$ cat config.mk
export PLATFORM = sky130hd
export DESIGN_NAME = signed_seq_multiplier_flat
export DESIGN_NICKNAME = d
export VERILOG_FILES = /design/src/rtl/mult_pkg.sv /design/src/rtl/signed_seq_multiplier_if.sv /design/src/rtl/mult_datapath.sv /design/src/rtl/signed_seq_multiplier.sv /design/src/flat_wrapper.sv
export SDC_FILE = /design/constraint.sdc
export NUM_CORES = 1
export LEC_CHECK = 0
export ABC_AREA = 1
export CAP_MARGIN = 20
export CELL_PAD_IN_SITES_DETAIL_PLACEMENT = 0
export CELL_PAD_IN_SITES_GLOBAL_PLACEMENT = 1
export CORE_ASPECT_RATIO = 1.2
export CORE_UTILIZATION = 45
export CTS_BUF_LIST = sky130_fd_sc_hd__clkbuf_8
export DETAILED_ROUTE_END_ITERATION = 12
export PLACE_DENSITY_LB_ADDON = 0.1
export SYNTH_ARGS = -nofsm -noshare
export SYNTH_HDL_FRONTEND = slang
export SYNTH_SLANG_ARGS = --single-unit
$ cat constraint.sdc
create_clock -name clock -period 6.1 [get_ports clock]
set_input_delay 0.915 -clock clock [delete_from_list [all_inputs] [get_ports clock]]
set_output_delay 0.915 -clock clock [all_outputs]
set_load 0.005 [all_outputs]
$ cat src/rtl/mult_pkg.sv
// Shared widths and controller state encodings for the signed sequential multiplier.
package mult_pkg;

  localparam int unsigned OP_W   = 9;
  localparam int unsigned RES_W  = 17;
  localparam int unsigned ACC_W  = 18;
  localparam int unsigned ITER_N = 9;
  localparam int unsigned CNT_W  = 4;
  localparam int unsigned ST_W   = 4;

  typedef enum logic [ST_W-1:0] {
    StIdle = 4'd0,
    StLoad = 4'd1,
    StIter = 4'd2,
    StSign = 4'd3,
    StDone = 4'd4
  } state_t;

endpackage

$ cat src/rtl/signed_seq_multiplier_if.sv
// Start/operand request and result/status signals of the multiplier.
interface signed_seq_multiplier_if;
  import mult_pkg::*;

  logic             start;
  logic [OP_W-1:0]  a;
  logic [OP_W-1:0]  b;
  logic [RES_W-1:0] res;
  logic             done;
  logic             busy;
  logic             ovf;
  logic [ST_W-1:0]  state;

  modport master (
    output start, a, b,
    input  res, done, busy, ovf, state
  );

  modport slave (
    input  start, a, b,
    output res, done, busy, ovf, state
  );

endinterface

$ cat src/rtl/mult_datapath.sv
// Operand capture, magnitude shift-add accumulation and signed result/overflow registers.
module mult_datapath
  import mult_pkg::*;
(
  input  logic             clock,
  input  logic             reset_n,
  input  logic             i_capture,
  input  logic             i_load,
  input  logic             i_iter,
  input  logic             i_sign,
  input  logic [OP_W-1:0]  i_a,
  input  logic [OP_W-1:0]  i_b,
  output logic             o_cnt_last,
  output logic [RES_W-1:0] o_res,
  output logic             o_ovf
);

  logic [OP_W-1:0]  r_op_a, r_op_b, r_mag_a, r_mag_b;
  logic             r_neg;
  logic [ACC_W-1:0] r_acc;
  logic [CNT_W-1:0] r_cnt;
  logic [RES_W-1:0] r_res;
  logic             r_ovf;

  logic [OP_W-1:0]  w_mag_a, w_mag_b;
  logic [ACC_W-1:0] w_addend;
  logic [RES_W-1:0] w_acc_lo;

  // Unsigned 9-bit magnitude: -256 maps to 9'h100 (256).
  assign w_mag_a    = r_op_a[OP_W-1] ? -r_op_a : r_op_a;
  assign w_mag_b    = r_op_b[OP_W-1] ? -r_op_b : r_op_b;
  assign w_addend   = {{(ACC_W-OP_W){1'b0}}, r_mag_a} << r_cnt;
  assign w_acc_lo   = r_acc[RES_W-1:0];
  assign o_cnt_last = (r_cnt == CNT_W'(ITER_N - 1));
  assign o_res      = r_res;
  assign o_ovf      = r_ovf;

  always_ff @(posedge clock or negedge reset_n) begin
    if (!reset_n) begin
      r_op_a  <= '0;
      r_op_b  <= '0;
      r_mag_a <= '0;
      r_mag_b <= '0;
      r_neg   <= 1'b0;
      r_acc   <= '0;
      r_cnt   <= '0;
      r_res   <= '0;
      r_ovf   <= 1'b0;
    end else begin
      if (i_capture) begin
        r_op_a <= i_a;
        r_op_b <= i_b;
      end
      if (i_load) begin
        r_mag_a <= w_mag_a;
        r_mag_b <= w_mag_b;
        r_neg   <= r_op_a[OP_W-1] ^ r_op_b[OP_W-1];
        r_acc   <= '0;
        r_cnt   <= '0;
      end
      if (i_iter) begin
        if (r_mag_b[0]) begin
          r_acc <= r_acc + w_addend;
        end
        r_mag_b <= r_mag_b >> 1;
        r_cnt   <= r_cnt + CNT_W'(1);
      end
      if (i_sign) begin
        // Truncation commutes with negation, so negating the low 17 bits suffices.
        r_res <= r_neg ? -w_acc_lo : w_acc_lo;
        r_ovf <= !r_neg && (r_acc[ACC_W-1:RES_W-1] != '0);
      end
    end
  end

endmodule

$ cat src/rtl/signed_seq_multiplier.sv
// Controller FSM for the 9x9 signed sequential multiplier; decodes busy/done from state.
module signed_seq_multiplier
  import mult_pkg::*;
(
  input  logic                     clock,
  input  logic                     reset_n,
  signed_seq_multiplier_if.slave   bus
);

  state_t r_state, w_state_next;
  logic   w_capture, w_load, w_iter, w_sign, w_cnt_last;

  always_ff @(posedge clock or negedge reset_n) begin
    if (!reset_n) begin
      r_state <= StIdle;
    end else begin
      r_state <= w_state_next;
    end
  end

  always_comb begin
    w_state_next = r_state;
    w_capture    = 1'b0;
    w_load       = 1'b0;
    w_iter       = 1'b0;
    w_sign       = 1'b0;
    case (r_state)
      StIdle: begin
        if (bus.start) begin
          w_capture    = 1'b1;
          w_state_next = StLoad;
        end
      end
      StLoad: begin
        w_load       = 1'b1;
        w_state_next = StIter;
      end
      StIter: begin
        w_iter = 1'b1;
        if (w_cnt_last) begin
          w_state_next = StSign;
        end
      end
      StSign: begin
        w_sign       = 1'b1;
        w_state_next = StDone;
      end
      StDone:  w_state_next = StIdle;
      default: w_state_next = StIdle;
    endcase
  end

  mult_datapath u_datapath (
    .clock      (clock),
    .reset_n    (reset_n),
    .i_capture  (w_capture),
    .i_load     (w_load),
    .i_iter     (w_iter),
    .i_sign     (w_sign),
    .i_a        (bus.a),
    .i_b        (bus.b),
    .o_cnt_last (w_cnt_last),
    .o_res      (bus.res),
    .o_ovf      (bus.ovf)
  );

  assign bus.state = r_state;
  assign bus.busy  = (r_state == StLoad) || (r_state == StIter) || (r_state == StSign);
  assign bus.done  = (r_state == StDone);

endmodule

$ cat src/flat_wrapper.sv
// flat-port wrapper written by rule: the top's interface ports become plain ports
module signed_seq_multiplier_flat import mult_pkg::*;
  (clock, reset_n, bus_start, bus_a, bus_b, bus_res, bus_done, bus_busy, bus_ovf, bus_state);
  signed_seq_multiplier_if bus_i ();
  input  logic clock;
  input  logic reset_n;
  input wire logic [$bits(bus_i.start)-1:0] bus_start;
  input wire logic [$bits(bus_i.a)-1:0] bus_a;
  input wire logic [$bits(bus_i.b)-1:0] bus_b;
  output wire logic [$bits(bus_i.res)-1:0] bus_res;
  output wire logic [$bits(bus_i.done)-1:0] bus_done;
  output wire logic [$bits(bus_i.busy)-1:0] bus_busy;
  output wire logic [$bits(bus_i.ovf)-1:0] bus_ovf;
  output wire logic [$bits(bus_i.state)-1:0] bus_state;
  assign bus_i.start = bus_start;
  assign bus_i.a = bus_a;
  assign bus_i.b = bus_b;
  assign bus_res = bus_i.res;
  assign bus_done = bus_i.done;
  assign bus_busy = bus_i.busy;
  assign bus_ovf = bus_i.ovf;
  assign bus_state = bus_i.state;
  signed_seq_multiplier u_core (.clock(clock), .reset_n(reset_n), .bus(bus_i));
endmodule
==> summary.md, run 1 <==
| Metric | Value |
|---|---|
| Worst-path clk slew | 0.09 ns |
| Syn Std Cell Area | 5280 sq um |
| Critical Path Fanout Max | 34 |
| EDFF count, synth | 0 |
| Clock Latency Late Sink | 0.35 ns |
| H-tree levels | 3 |
| Sequential-to-total area share from yosys stat | 38.0% |
| Power Total | 3.03 mW |
| # diodes | 0 |
| Initial antenna violation count | 0 |
| Internal power | 1.63 mW |
| Setup Viol. Count Final | 0 |
| Cell variety after synth | 48 |
| ANT nets after route | 0 |
| Minimum clock period | 3.58 ns |
| Sum Neg Setup Slack | 0 ns |
| Die Y-Extent | 121 um |
| Fmax | 279 MHz |
| CTS tree | built |
| R2R Path End | u_core.u_datapath.r_acc[15] |
| Global placement routability congestion | 0.870 |
| Synth Register Bits | 80 |
| Vias | 4,582 |
| Vias per cell | 5.20 |
| Fin. max-slew vios | 0 |
| Total routed wirelength | 12,300 um |
| Drt wl/cell | 13.9 um |
| Post-cts sizing count | 0 |
| Setup CP Type | flop to output pin |
| Cell taking the most area after synthesis | dfrtp_1 |
| Yosys top cell area share | 38.0% |
| Final period util | 58.7% |
| YS warnings | 0 |
| IO Count | 45 |
| Setup bufs post-CTS | 0 |
| Data required, critical path | 5.18 ns |
| Post-Syn Area per Cell | 7.61 sq um |
| Hold Vio Cnt, Final | 0 |
| Comb pwr share | 53.7% |
| DRT Pass-1 Iters | 4 |
| Fillcell total | 1,092 |
| Worst setup endpoint | bus_busy |
| All-Layer GR Usage | 21.8% |
| Worst Max-Slew Pin Slew | 0.749 ns |
| Endpoint class of the critical path | output pin |
| First-pass GRT wire length | 20,700 um |
| Gr ovfl total | 0 |
| Hpwl dp | 9260 um |
| DRT iter0 DRCs | 155 |
| Worst Hold Class | primary input to async pin |
| Starting Density | 46.9% |
| Pin count of the biggest net entering global routing | 81 |
| Rel. slew slack | 50.0% |
| Num rows | 42 |
| Max Cap Viol | 0 |
| PwrDens | 506 nW/um^2 |
| Result of the run | complete, no violations |
| Top cells by area, synth | dfrtp_1, nand2_1, nand3_1 |
| Clock buffer depth | 2 |
| Num CTS Buffers | 9 |
| Layout cell share with drive strength beyond 1 | 9.20% |
| Skew final | 0.00873 ns |
| Clock power frac | 15.0% |
| Post-Syn Nets | 737 |
| Reg2Reg Setup Slack | 3.19 ns |
| Post-route DRC | 0 |
| Register share of total power | 31.3% |
| Sw Share | 46.4% |
| LEAKAGE | 2.92 nW |
| Cells after Synth | 693 |
| Clk root buf | clkbuf_8 |
| Core area | 11,200 sq um |
| Beginning of the critical path | u_core.bus.state[2] |
| Final #Nets | 768 |
| Most used DFF post-synth | dfrtp_1 |
| R2r startpoint | u_core.u_datapath.r_cnt[0] |
| # hold bufs at CTS | 0 |
| Die X | 101 um |
| Unrepaired setup endpoints after global routing | no |
| Register-to-Register Path Depth | 17 |
| Vias in the first global route | 4,380 |
| Sw power | 1.41 mW |
| Area Overhead vs Synth | 13.7% |
| Critical Path Source Type | flop |
| Async S/R FF share, synth | 100% |
| Critical Path AT | 2.67 ns |
| Die area | 12,200 sq um |
| Port Buffer Count | 43 |
| CTS Sinks | 80 |
| Max VDD drop | 0.000204 V |
-- logic make-up (layout without fill, tap and decap cells) --
family | after synthesis | after routing | share of synthesized area (%)
AO/OA/AOI/OAI | 134 | 134 | 15.5
other | 1 | 1 | 0.0711
buffers and inverters | 107 | 142 | 8.92
flip-flops | 80 | 80 | 38.0
multiplexers | 3 | 3 | 0.617
AND/OR/NAND/NOR | 317 | 317 | 26.7
XOR/XNOR | 28 | 28 | 4.65
adder cells (fa/ha/maj) | 23 | 23 | 5.60
-- sequential cells by signal (all words and copies together), names as in the netlist --
signal	count
u_core.u_datapath.r_mag_b	9
u_core.u_datapath.r_neg	1
u_core.u_datapath.o_ovf	1
u_core.u_datapath.o_res	17
u_core.bus.state	3
u_core.u_datapath.r_cnt	4
u_core.u_datapath.r_op_a	9
u_core.u_datapath.r_acc	18
u_core.u_datapath.r_op_b	9
u_core.u_datapath.r_mag_a	9
-- worst min path at each step --
stage | cells past startpoint | endpoint | slack, ns | from
CTS | 2 | u_core.u_datapath.o_res[14] | 0.49 | u_core.u_datapath.o_res[14]
detailed placement | 2 | u_core.u_datapath.o_res[14] | 0.47 | u_core.u_datapath.o_res[14]
finish | 1 | u_core.u_datapath.o_res[13] | 0.45 | reset_n
global placement | 2 | u_core.u_datapath.o_res[16] | 0.46 | u_core.u_datapath.o_res[16]
floorplan | 2 | u_core.u_datapath.r_mag_b[0] | 0.46 | u_core.u_datapath.r_mag_b[1]
global route | 1 | u_core.u_datapath.o_res[13] | 0.44 | reset_n
-- critical path, cell delays in order, from the launching register on --
cell	delay, ns
dfrtp_1	0.45
inv_1	0.12
nand3_2	0.59
nand2_2	0.46
inv_2	0.10
nand2_1	0.08
clkdlybuf4s50_1	0.50
-- through the flow --
stage	hold slack [ns]	utilization (%)	instance area, sq um	setup slack (ns)	cells
final	0.445	53.3	6000	2.52	882
after global routing	0.441	53.3	6000	2.32	882
after CTS	0.490	53.1	5970	2.46	881
after detailed placement	0.466	51.1	5740	2.87	866
after global placement	0.463	51.1	5740	2.96	866
after floorplan	0.459	-	5280	3.81	693
-- placed cells by master, fill, tap and decap left out, types with 3 or more instances in the layout --
master and instances:
o21bai_1 5, clkbuf_8 11, inv_1 74, dfrtp_1 80, xor2_1 19, o31ai_1 5, nand4_1 5, a31oi_1 6
a21oi_1 37, o21ai_0 25, nor2_1 54, o221ai_1 6, inv_2 7, ha_1 22, xnor2_1 9, nor3_1 6
nor2_2 3, o211ai_1 6, o21ai_2 12, nand3_1 59, and2_1 3, clkdlybuf4s50_1 42, o22ai_1 7, o21ai_1 19
nand2_1 162, nand3_2 6, nand2_2 12
-- cells in the mapped netlist (7+ instances only) --
cell and count:
o21ai_1 19, xor2_1 19, nor2_1 54, ha_1 22
nand2_2 12, xnor2_1 9, buf_2 10, o21ai_2 12
dfrtp_1 80, o22ai_1 7, a21oi_1 37, nand3_1 59
inv_1 74, o21ai_0 25, nand2_1 162, inv_2 7
-- power groups by stage --
| stage | registers, mW | clock network [mW] | logic, mW |
|---|---|---|---|
| floorplan | 0.882 | 0 | 1.28 |
| global placement | 0.949 | 0 | 1.61 |
| detailed placement | 0.958 | 0 | 1.64 |
| CTS | 0.949 | 0.467 | 1.65 |
| global route | 0.975 | 0.490 | 1.86 |
| finish | 0.948 | 0.456 | 1.63 |
-- layout make-up --
| class | count | area [sq um] | area share, % |
|---|---|---|---|
| repair buffers | 45 | 463 | 7.72 |
| well taps | 154 | 193 | 3.21 |
| inverters | 82 | 310 | 5.17 |
| clock inverters | 4 | 76.3 | 1.27 |
| multi-input cells | 506 | 2800 | 46.7 |
| flip-flops and latches | 80 | 2000 | 33.4 |
| clock buffers | 11 | 151 | 2.52 |
-- layer usage --
layer	global-route usage (%)	vias to the layer above	part of all wire (%)
li1	-	2343	-
met1	24.7	2147	42
met2	40.5	72	53
met3	3.53	20	2.8
met4	8.33	0	2.6
met5	0	-	0
Note: power is estimated with default switching activity, not from simulation.
==> run 2: changes to the inputs <==
- clock period: 6.1 -> 3.45 ns (I/O delays scaled with it)
==> summary.md, run 2 (synthesized netlist as in run 1, its figures left out) <==
| Metric | Value |
|---|---|
| Result of the run | complete, no violations (unchanged) |
| Cell mode on critical path | nand2_1 |
| CP max stage cell | dfrtp_1 (was nand3_2) |
| Layout cell share with drive strength beyond 1 | 9.69% (was 9.20%) |
| CTS tree | built (unchanged) |
| Area Overhead vs Synth | 13.7% (unchanged) |
| Fillcell total | 1,094 (was 1,092) |
| Pin count of the biggest net entering global routing | 81 (unchanged) |
| Clock Latency Late Sink | 0.36 ns (was 0.35 ns) |
| Post-route DRC | 0 (unchanged) |
| Hold Vio Cnt, Final | 0 (unchanged) |
| Met2 Resource Use GR | 38.1% (was 40.5%) |
| Initial antenna violation count | 0 (unchanged) |
| CTS Sinks | 80 (unchanged) |
| Fin. max-slew vios | 0 (unchanged) |
| Worst Max-Slew Pin Slew | 0.716 ns (was 0.749 ns) |
| Rel. slew slack | 52.1% (was 50.0%) |
| Core area | 11,200 sq um (unchanged) |
| Die area | 12,200 sq um (unchanged) |
| Top reg by flops | u_core.u_datapath.r_acc (unchanged) |
| Hpwl dp | 9340 um (was 9260 um) |
| Total routed wirelength | 12,400 um (was 12,300 um) |
| Num CTS Buffers | 9 (unchanged) |
| Commonest non-fill, non-tap cell in the layout | nand2_1 (unchanged) |
| Num rows | 42 (unchanged) |
| Max VDD drop | 0.000390 V (was 0.000204 V) |
| Setup CP Type | flop to flop (was flop to output pin) |
| Max reg flops | 18 (unchanged) |
| Critical Path AT | 3.19 ns (was 2.67 ns) |
| Vias | 4,596 (was 4,582) |
| FF/Latch Area | 2000 sq um (unchanged) |
| Gr ovfl total | 0 (unchanged) |
| Final #Nets | 772 (was 768) |
| Multi-input gate area | 2800 sq um (unchanged) |
| CP top delay family | compound AO/OA/AOI/OAI gates (was simple AND/OR/NAND/NOR gates) |
| Crit path buf inv count | 1 (was 3) |
| Beginning of the critical path | u_core.u_datapath.r_cnt[0] (was u_core.bus.state[2]) |
| Critical Path Fanout Max | 13 (was 34) |
| Post-cts sizing count | 0 (unchanged) |
| Minimum clock period | 2.95 ns |
| IO Count | 45 (unchanged) |
| DRT iter0 DRCs | 206 (was 155) |
| Worst Hold Class | primary input to async pin (unchanged) |
| # diodes | 0 (unchanged) |
| Clock buffer depth | 2 (unchanged) |
| Starting Density | 46.9% (unchanged) |
| Setup bufs post-CTS | 0 (unchanged) |
| Unrepaired setup endpoints after global routing | no (unchanged) |
| All-Layer GR Usage | 22.3% (was 21.8%) |
| H-tree levels | 3 (unchanged) |
| Global placement routability congestion | 0.989 (was 0.870) |
| CP Cell Sequence | inv_2 > nand2_1 > nand2_1 > o21ai_1 > nand2_1 > o21ai_0 > o22ai_1 > ha_1 > a21oi_1 > nand2_1 > nand2_1 > nand3_1 > a21oi_1 > nand2_1 > nand2_1 > a21oi_2 (was inv_1 > nand3_2 > nand2_2 > inv_2 > nand2_1 > clkdlybuf4s50_1) |
| Drt wl/cell | 14.0 um (was 13.9 um) |
| M1 GR Usage | 27.4% (was 24.7%) |
| Met3 Use GR | 3.87% (was 3.53%) |
| Slowest stage delay, CP | 0.62 ns (was 0.59 ns) |
| Most Crowded Layer GR | met2 (unchanged) |
| Worst slack, placed | 0.523 ns (was 2.87 ns) |
| Setup Viol. Count Final | 0 (unchanged) |
| Die X | 101 um (unchanged) |
| Worst-path clk slew | 0.09 ns (about the same) |
| Vias per cell | 5.18 (was 5.20) |
| Most frequent cells in the layout | nand2_1, dfrtp_1, inv_1 (unchanged) |
| Vias in the first global route | 4,420 (was 4,380) |
| Skew final | 0.00973 ns (was 0.00873 ns) |
| Final WS setup | 0.503 ns (was 2.52 ns) |
| LEAKAGE | 2.93 nW (was 2.92 nW) |
| Sum Neg Setup Slack | 0 ns (unchanged) |
| Max Cap Viol | 0 (unchanged) |
| Port Buffer Count | 43 (unchanged) |
| Final period util | 85.4% |
| DRT Pass-1 Iters | 4 (unchanged) |
| R2r startpoint | u_core.u_datapath.r_cnt[0] (unchanged) |
| First-pass GRT wire length | 21,100 um (was 20,700 um) |
| PwrDens | 885 nW/um^2 (was 506 nW/um^2) |
| # hold bufs at CTS | 0 (unchanged) |
| Fmax | 339 MHz |
| Critical Path Source Type | flop (unchanged) |
| Endpoint class of the critical path | flop (was output pin) |
| Data required, critical path | 3.69 ns (was 5.18 ns) |
| Die Y-Extent | 121 um (unchanged) |
| Clk root buf | clkbuf_8 (unchanged) |
| ANT nets after route | 0 (unchanged) |
run 2: cell types whose count changed in the layout (fill, tap and decap cells not counted), sizes merged:
cell    previous run  this run
bufinv             2         1
clkbuf            11        10
buf                3         7
clkinv             0         3
run 2: worst paths after layout:
path,to,slack (ns),cells past startpoint
max reg2reg,u_core.u_datapath.r_acc[17],0.50,16
max in group asynchronous,u_core.u_datapath.r_op_a[4],2.79,2
min,u_core.u_datapath.o_res[12],0.07,1
min reg2reg,u_core.u_datapath.o_res[16],0.48,2
min in group clock,u_core.u_datapath.o_res[16],0.48,2
max,u_core.u_datapath.r_acc[17],0.50,16
run 2: metrics by stage:
step | hold slack [ns] | instances | util (%) | cell area, sq um | power, mW
2_1_floorplan | 0.222 | 693 | - | 5280 | 3.82
3_3_place_gp | 0.463 | 870 | 51.3 | 5770 | 4.57
3_5_place_dp | 0.465 | 870 | 51.3 | 5770 | 4.62
4_1_cts | 0.369 | 886 | 53.1 | 5970 | 5.36
5_1_grt | 0.0712 | 887 | 53.3 | 6000 | 5.84
6_report | 0.0652 | 887 | 53.3 | 6000 | 5.31
run 2: area by class of cell:
cell class / instances / share of cell area, %
clock buffer: 10 / 2.29
clock inverter: 6 / 1.00
sequential: 80 / 33.4
tap: 154 / 3.21
inverter: 82 / 5.17
timing repair buffer: 49 / 8.22
multi-input combinational: 506 / 46.7
run 2: layer usage:
layer | wire (um) | up-vias
li1 | - | 2357
met1 | 5500 | 2129
met2 | 6180 | 88
met3 | 362 | 22
met4 | 410 | 0
met5 | 0 | -
run 2: power breakdown:
part / switching [mW] / total [mW] / internal, mW
Sequential: 0.367 / 1.68 / 1.31
Combinational: 1.78 / 2.92 / 1.15
Clock: 0.356 / 0.707 / 0.350
